===== src/rtl/kws_bridge_pkg.sv =====
// Shared register map, bit positions and FSM state type for the KWS Wishbone bridge.
package kws_bridge_pkg;

  localparam int unsigned REG_CTRL   = 0;
  localparam int unsigned REG_STATUS = 1;
  localparam int unsigned REG_FEAT   = 2;
  localparam int unsigned REG_RES    = 3;

  localparam int unsigned CTRL_START  = 0;
  localparam int unsigned CTRL_CLEAR  = 1;
  localparam int unsigned CTRL_IRQ_EN = 2;
  localparam int unsigned CTRL_OP_LSB = 8;

  localparam int unsigned ST_BUSY      = 0;
  localparam int unsigned ST_DONE      = 1;
  localparam int unsigned ST_FEAT_FULL = 2;
  localparam int unsigned ST_RES_EMPTY = 3;
  localparam int unsigned ST_OVF       = 4;
  localparam int unsigned ST_UNF       = 5;
  localparam int unsigned ST_START_ERR = 6;
  localparam int unsigned ST_FCNT_LSB  = 8;
  localparam int unsigned ST_RCNT_LSB  = 16;
  localparam int unsigned CNT_W        = 8;

  typedef enum logic {
    IDLE = 1'b0,
    RUN  = 1'b1
  } state_t;

endpackage


===== src/rtl/kws_sync_fifo.sv =====
// Single-clock first-word-fall-through FIFO with flush; push ignored when full, pop ignored when empty.
module kws_sync_fifo #(
  parameter int unsigned WIDTH = 32,
  parameter int unsigned DEPTH = 16
) (
  input  logic                       clk,
  input  logic                       rst,
  input  logic                       push,
  input  logic                       pop,
  input  logic                       flush,
  input  logic [WIDTH-1:0]           din,
  output logic [WIDTH-1:0]           dout,
  output logic                       full,
  output logic                       empty,
  output logic [$clog2(DEPTH):0]     count
);

  localparam int unsigned AW = $clog2(DEPTH);
  localparam int unsigned CW = AW + 1;

  logic [WIDTH-1:0] mem [DEPTH];
  logic [CW-1:0]    wptr;
  logic [CW-1:0]    rptr;
  logic             do_push;
  logic             do_pop;

  // Extra pointer bit distinguishes full from empty.
  assign count   = wptr - rptr;
  assign full    = (count == CW'(DEPTH));
  assign empty   = (count == '0);
  assign do_push = push & ~full;
  assign do_pop  = pop & ~empty;
  assign dout    = mem[rptr[AW-1:0]];

  always_ff @(posedge clk or posedge rst) begin
    if (rst) begin
      wptr <= '0;
      rptr <= '0;
    end else if (flush) begin
      wptr <= '0;
      rptr <= '0;
    end else begin
      if (do_push) wptr <= wptr + CW'(1);
      if (do_pop)  rptr <= rptr + CW'(1);
    end
  end

  always_ff @(posedge clk) begin
    if (do_push) mem[wptr[AW-1:0]] <= din;
  end

endmodule


===== src/rtl/kws_wb_bridge.sv =====
// Wishbone slave front-end for the KWS core: control/status registers, feature and result FIFOs,
// run/done FSM, sticky error flags and a level interrupt.
module kws_wb_bridge
  import kws_bridge_pkg::*;
#(
  parameter int unsigned ADDR_W     = 10,
  parameter int unsigned FEAT_DEPTH = 32,
  parameter int unsigned RES_DEPTH  = 16,
  parameter int unsigned OP_W       = 4
) (
  input  logic            wb_clk_i,
  input  logic            wb_rst_i,
  input  logic            wbs_stb_i,
  input  logic            wbs_cyc_i,
  input  logic            wbs_we_i,
  input  logic [3:0]      wbs_sel_i,
  input  logic [31:0]     wbs_dat_i,
  input  logic [31:0]     wbs_adr_i,
  output logic            wbs_ack_o,
  output logic [31:0]     wbs_dat_o,
  output logic            irq_o,
  output logic            core_start_o,
  output logic            core_abort_o,
  output logic [OP_W-1:0] core_opcode_o,
  output logic            core_feat_valid_o,
  input  logic            core_feat_ready_i,
  output logic [31:0]     core_feat_data_o,
  input  logic            core_res_valid_i,
  output logic            core_res_ready_o,
  input  logic [31:0]     core_res_data_i,
  input  logic            core_done_i
);

  localparam int unsigned IW  = ADDR_W - 2;
  localparam int unsigned FCW = $clog2(FEAT_DEPTH) + 1;
  localparam int unsigned RCW = $clog2(RES_DEPTH) + 1;

  state_t state_q, state_d;

  logic [IW-1:0]   idx;
  logic            access, wr, rd;
  logic            ctrl_wr, stat_wr, feat_wr, res_rd;
  logic            start_req, soft_clear, start_ok, start_bad, done_evt;
  logic            irq_en, done, ovf_err, unf_err, start_err;
  logic [OP_W-1:0] opcode;
  logic            ack_q, start_q, abort_q, irq_q;
  logic [31:0]     dat_q, rdata;

  logic            feat_full, feat_empty, feat_pop;
  logic [FCW-1:0]  feat_count;
  logic            res_full, res_empty;
  logic [RCW-1:0]  res_count;
  logic [31:0]     res_head;
  logic            unused_bits;

  assign unused_bits = ^{wbs_sel_i, wbs_adr_i[31:ADDR_W], wbs_adr_i[1:0]};

  // Bus decode: every side effect keys off the single access cycle.
  assign idx        = wbs_adr_i[ADDR_W-1:2];
  assign access     = wbs_cyc_i & wbs_stb_i & ~ack_q;
  assign wr         = access & wbs_we_i;
  assign rd         = access & ~wbs_we_i;
  assign ctrl_wr    = wr & (idx == IW'(REG_CTRL));
  assign stat_wr    = wr & (idx == IW'(REG_STATUS));
  assign feat_wr    = wr & (idx == IW'(REG_FEAT));
  assign res_rd     = rd & (idx == IW'(REG_RES));
  assign soft_clear = ctrl_wr & wbs_dat_i[CTRL_CLEAR];
  assign start_req  = ctrl_wr & wbs_dat_i[CTRL_START] & ~wbs_dat_i[CTRL_CLEAR];
  assign start_ok   = start_req & (state_q == IDLE);
  assign start_bad  = start_req & (state_q == RUN);
  assign done_evt   = core_done_i & (state_q == RUN) & ~soft_clear;

  always_ff @(posedge wb_clk_i or posedge wb_rst_i) begin
    if (wb_rst_i) state_q <= IDLE;
    else          state_q <= state_d;
  end

  always_comb begin
    state_d = state_q;
    if (soft_clear)    state_d = IDLE;
    else if (start_ok) state_d = RUN;
    else if (done_evt) state_d = IDLE;
  end

  // Sticky flags: a set event wins over a same-cycle W1C.
  always_ff @(posedge wb_clk_i or posedge wb_rst_i) begin
    if (wb_rst_i) begin
      irq_en    <= 1'b0;
      opcode    <= '0;
      done      <= 1'b0;
      ovf_err   <= 1'b0;
      unf_err   <= 1'b0;
      start_err <= 1'b0;
    end else begin
      if (ctrl_wr)  irq_en <= wbs_dat_i[CTRL_IRQ_EN];
      if (start_ok) opcode <= wbs_dat_i[CTRL_OP_LSB +: OP_W];
      if (done_evt)                              done <= 1'b1;
      else if (start_ok)                         done <= 1'b0;
      else if (stat_wr && wbs_dat_i[ST_DONE])    done <= 1'b0;
      if (feat_wr && feat_full)                  ovf_err <= 1'b1;
      else if (stat_wr && wbs_dat_i[ST_OVF])     ovf_err <= 1'b0;
      if (res_rd && res_empty)                   unf_err <= 1'b1;
      else if (stat_wr && wbs_dat_i[ST_UNF])     unf_err <= 1'b0;
      if (start_bad)                             start_err <= 1'b1;
      else if (stat_wr && wbs_dat_i[ST_START_ERR]) start_err <= 1'b0;
    end
  end

  always_comb begin
    rdata = '0;
    if (idx == IW'(REG_CTRL)) begin
      rdata[CTRL_IRQ_EN]            = irq_en;
      rdata[CTRL_OP_LSB +: OP_W]    = opcode;
    end else if (idx == IW'(REG_STATUS)) begin
      rdata[ST_BUSY]                = (state_q == RUN);
      rdata[ST_DONE]                = done;
      rdata[ST_FEAT_FULL]           = feat_full;
      rdata[ST_RES_EMPTY]           = res_empty;
      rdata[ST_OVF]                 = ovf_err;
      rdata[ST_UNF]                 = unf_err;
      rdata[ST_START_ERR]           = start_err;
      rdata[ST_FCNT_LSB +: CNT_W]   = CNT_W'(feat_count);
      rdata[ST_RCNT_LSB +: CNT_W]   = CNT_W'(res_count);
    end else if (idx == IW'(REG_RES)) begin
      rdata = res_empty ? '0 : res_head;
    end
  end

  always_ff @(posedge wb_clk_i or posedge wb_rst_i) begin
    if (wb_rst_i) begin
      ack_q   <= 1'b0;
      dat_q   <= '0;
      start_q <= 1'b0;
      abort_q <= 1'b0;
      irq_q   <= 1'b0;
    end else begin
      ack_q   <= access;
      dat_q   <= rd ? rdata : '0;
      start_q <= start_ok;
      abort_q <= soft_clear & (state_q == RUN);
      irq_q   <= irq_en & (done | ovf_err | unf_err | start_err);
    end
  end

  assign feat_pop = core_feat_valid_o & core_feat_ready_i;

  kws_sync_fifo #(.WIDTH(32), .DEPTH(FEAT_DEPTH)) u_feat_fifo (
    .clk   (wb_clk_i),
    .rst   (wb_rst_i),
    .push  (feat_wr),
    .pop   (feat_pop),
    .flush (soft_clear),
    .din   (wbs_dat_i),
    .dout  (core_feat_data_o),
    .full  (feat_full),
    .empty (feat_empty),
    .count (feat_count)
  );

  kws_sync_fifo #(.WIDTH(32), .DEPTH(RES_DEPTH)) u_res_fifo (
    .clk   (wb_clk_i),
    .rst   (wb_rst_i),
    .push  (core_res_valid_i),
    .pop   (res_rd),
    .flush (soft_clear),
    .din   (core_res_data_i),
    .dout  (res_head),
    .full  (res_full),
    .empty (res_empty),
    .count (res_count)
  );

  assign wbs_ack_o         = ack_q;
  assign wbs_dat_o         = dat_q;
  assign irq_o             = irq_q;
  assign core_start_o      = start_q;
  assign core_abort_o      = abort_q;
  assign core_opcode_o     = opcode;
  assign core_feat_valid_o = (state_q == RUN) & ~feat_empty;
  assign core_res_ready_o  = ~res_full;

endmodule


===== config.mk =====
export PLATFORM = sky130hd
export DESIGN_NAME = kws_wb_bridge
export DESIGN_NICKNAME = d
export VERILOG_FILES = /design/src/rtl/kws_bridge_pkg.sv /design/src/rtl/kws_sync_fifo.sv /design/src/rtl/kws_wb_bridge.sv
export SDC_FILE = /design/constraint.sdc
export NUM_CORES = 2
export LEC_CHECK = 0
export BUFFER_PORTS_ARGS = -buffer_cell sky130_fd_sc_hd__buf_2
export CAP_MARGIN = 15
export CORE_MARGIN = 3
export CORE_UTILIZATION = 37
export CTS_CLUSTER_SIZE = 28
export DETAILED_ROUTE_END_ITERATION = 10
export PLACE_DENSITY = 0.49
export SYNTH_ARGS = -nofsm -noshare
export SYNTH_HDL_FRONTEND = slang
export SYNTH_SLANG_ARGS = --single-unit

===== constraint.sdc =====
create_clock -name wb_clk_i -period 12.7 [get_ports wb_clk_i]
set_input_delay 1.905 -clock wb_clk_i [delete_from_list [all_inputs] [get_ports wb_clk_i]]
set_output_delay 1.905 -clock wb_clk_i [all_outputs]
set_load 0.03 [all_outputs]

==> flow_metrics.env <==
export IMPL_synth_area_top_cells="edfxtp_1 75%, mux4_2 17%, dfrtp_1 2.8%, nand2_1 1.0%, nor2_1 0.49%"
export IMPL_seq_area_frac_synth=0.774
export IMPL_start_kind="flop"
export IMPL_clock_root_buffer="clkbuf_16"
export IMPL_clockBufferDepth=3
export IMPL_cp_arrival_ns=4.82
export IMPL_synth_edf_count=1536
export IMPL_async_flop_share=0.0424
export IMPL_hpwl_um=84400
export IMPL_hold_buffers=0
export IMPL_final_max_slew_viol_count=0
export IMPL_path_clk_slew_ns=0.06
export IMPL_dieArea_um2=172000
export IMPL_ctsResizeCount=0
export IMPL_pwr_density_cell_nw_per_um2=160
export IMPL_drive_gt1_frac=0.320
export IMPL_fin_cells=5316
export IMPL_setup_viol=0
export IMPL_worstPathMaxFanout=48
export IMPL_final_util=0.431
export IMPL_min_delay_path_depth=1
export IMPL_synth_net_count=2860
export IMPL_period_needed_ns=6.72
export IMPL_rows=149
export IMPL_r2r_worst_path_cells=10
export IMPL_cts_sink_count=1604
export IMPL_end_kind="output port"
export IMPL_areaGrowthSynthToFinish_pct=15.3
export IMPL_start_util=0.374
export IMPL_vias_per_cell=5.41
export IMPL_rsz0062_at_grt="no"
export IMPL_ir_worst_vdd_uv=136
export IMPL_power_mw=11.4
export IMPL_post_cts_buffers=0
export IMPL_core_area_um2=165000
export IMPL_ios=182
export IMPL_yosys_warnings=0
export IMPL_final_area_um2=71300
export IMPL_port_buffer_count=153
export IMPL_dr_wl_met3_um=8320
export IMPL_synth_commonest_cells="1536 x edfxtp_1, 463 x mux4_2, 164 x nand2_1"
export IMPL_drtIter0Drc=2846
export IMPL_synth_top_cell_by_area="edfxtp_1"
export IMPL_hold_violations=0
export IMPL_wl_per_cell_um=29.4
export IMPL_grt_ovfl_total=0
export IMPL_ys_ff_latch=1604
export IMPL_yosysMostFrequentCell="edfxtp_1"
export IMPL_hold_path_class="reg2reg"
export IMPL_met1Wirelength_um=64600
export IMPL_finalWeightedCongestion=0.755
export IMPL_yosysUniqueCellTypes=68
export IMPL_antenna_found_initial=18
export IMPL_cap_viol_max_count=0
export IMPL_highest_layer="met5"
export IMPL_synth_area_um2=61800
export IMPL_drc=0
export IMPL_hp_start="unf_err$_DFFE_PP0P_"
export IMPL_wl_met2_um=79600
export IMPL_fin_skew_ns=0.0667
export IMPL_min_period_over_period=0.529
export IMPL_yosys_area_top_type_share=0.746
export IMPL_cts_tree="yes"
export IMPL_maxSlewHeadroom=0.203
export IMPL_worstPathRequired_ns=10.80
export IMPL_htreeDepth=4
export IMPL_final_nets=3114
export IMPL_reg2reg_to="u_feat_fifo.mem[21][11]$_DFFE_PP_"
export IMPL_grt_pass1_vias=30500
export IMPL_run_status="completed"
export IMPL_via_count=28800
export IMPL_syn_inst=2731
export IMPL_worstReg2RegStart="u_feat_fifo.rptr[0]$_DFFE_PP0P_"
export IMPL_p_leak_nw=22.2
export IMPL_placed_area_um2=65600
export IMPL_ant_nets=0
export IMPL_syn_area_per_cell_um2=22.6
export IMPL_clock_latency_ns=0.80
export IMPL_grt_max_degree=143
export IMPL_grt_pass1_wl_um=223000
export IMPL_critPathKind="reg2out"
export IMPL_hold_end="unf_err$_DFFE_PP0P_"
export IMPL_dieHeight_um=415
export IMPL_wl_um=156000
export IMPL_die_x_um=415
export IMPL_synth_flop_cell="edfxtp_1"
export IMPL_worst_pin_slew_ns=1.19
export IMPL_cts_buffers_inserted=169
export IMPL_track_usage=0.181
export IMPL_r2r_slack_ns=7.10
export IMPL_max_freq_ghz=0.149
export IMPL_setup_tns_final_ns=0
export IMPL_dr_pass1_iters=5
export IMPL_dp_cells=5002
per-layer routing:
metal  up-vias  track usage
li1      12000            -
met1     15700        0.242
met2       883        0.309
met3       237       0.0312
met4         6       0.0483
met5         -            0
worst max-delay path, cell delays in order (launching register included):
cell,delay [ns]
dfrtp_4,0.74
buf_4,0.77
buf_4,0.88
mux4_2,0.61
mux4_2,0.51
nand2_1,0.11
nand2_1,0.09
buf_2,0.19
layout by cell type (no fill, tap or decap), drive strengths merged, types with 3 or more instances in the layout:
cell type  instances
nand3b             3
and3              24
and2               5
buf              222
nand2            165
diode              4
ha                19
nor2b             20
nand2b             5
clkbuf           217
nor3b              3
clkinv            69
a32oi              3
nand4              3
mux4             463
dfrtp             68
mux2               7
or4                4
a22oi              7
xor2              10
or3                7
nand3             30
nor2              80
clkinvlp           4
o31ai              4
xnor2              5
bufinv            16
o21ai             10
inv               23
edfxtp          1536
a21oi             34
nor3               9
mux2i             15
worst max-delay path by stage:
| stage | start | to | slack, ns | cells after the start |
|---|---|---|---|---|
| CTS | u_feat_fifo.rptr[0]$_DFFE_PP0P_ | core_feat_data_o[0] | 5.69 | 7 |
| global route | u_feat_fifo.rptr[0]$_DFFE_PP0P_ | core_feat_data_o[5] | 5.54 | 7 |
| detailed placement | u_feat_fifo.rptr[0]$_DFFE_PP0P_ | core_feat_data_o[0] | 6.55 | 7 |
| global placement | u_feat_fifo.rptr[0]$_DFFE_PP0P_ | core_feat_data_o[0] | 6.60 | 7 |
| finish | u_feat_fifo.rptr[0]$_DFFE_PP0P_ | core_feat_data_o[5] | 5.98 | 7 |
| floorplan | u_res_fifo.rptr[3]$_DFFE_PP0P_ | u_res_fifo.mem[0][0]$_DFFE_PP_ | 6.99 | 12 |
report_power, final:
| group | switching, mW | internal [mW] |
|---|---|---|
| Sequential | 0.0506 | 5.97 |
| Clock | 2.08 | 2.85 |
| Combinational | 0.323 | 0.136 |
| Total | 2.46 | 8.96 |
layout make-up:
class | count | area (um^2)
diodes | 4 | 10.0
multi-input cells | 968 | 13600
flip-flops and latches | 1604 | 47800
repair buffers | 222 | 1330
clock inverters | 92 | 1160
inverters | 20 | 82.6
well taps | 2189 | 2740
fillers | 13900 | 94100
clock buffers | 217 | 4490
flip-flops by register name, indices dropped and copies added (netlist names):
name and count:
unf_err 1, wbs_ack_o 1, wbs_dat_o 32, u_feat_fifo.rptr 6
core_abort_o 1, u_feat_fifo.mem 1024, u_res_fifo.rptr 5, ovf_err 1
state_q 1, u_feat_fifo.wptr 6, core_start_o 1, done 1
core_opcode_o 4, u_res_fifo.mem 512, irq_en 1, irq_o 1
start_err 1, u_res_fifo.wptr 5
metrics by stage:
step | hold WS [ns] | setup WS [ns]
2_1_floorplan | 0.470 | 6.99
3_3_place_gp | 0.529 | 6.60
3_5_place_dp | 0.545 | 6.55
4_1_cts | 0.559 | 5.69
5_1_grt | 0.584 | 5.54
6_report | 0.552 | 5.98
logic make-up after synthesis:
logic type / count (synthesis) / share of synthesized area
buffers and inverters: 159 / 0.0108
DFF: 1604 / 0.774
AOI/OAI and AO/OA: 80 / 0.00895
adders and majority gates: 21 / 0.00449
muxes: 485 / 0.172
and+or+nand+nor: 367 / 0.0271
xor gates and xnor gates: 15 / 0.00225
No activity file was read; power rests on OpenSTA's default activity.
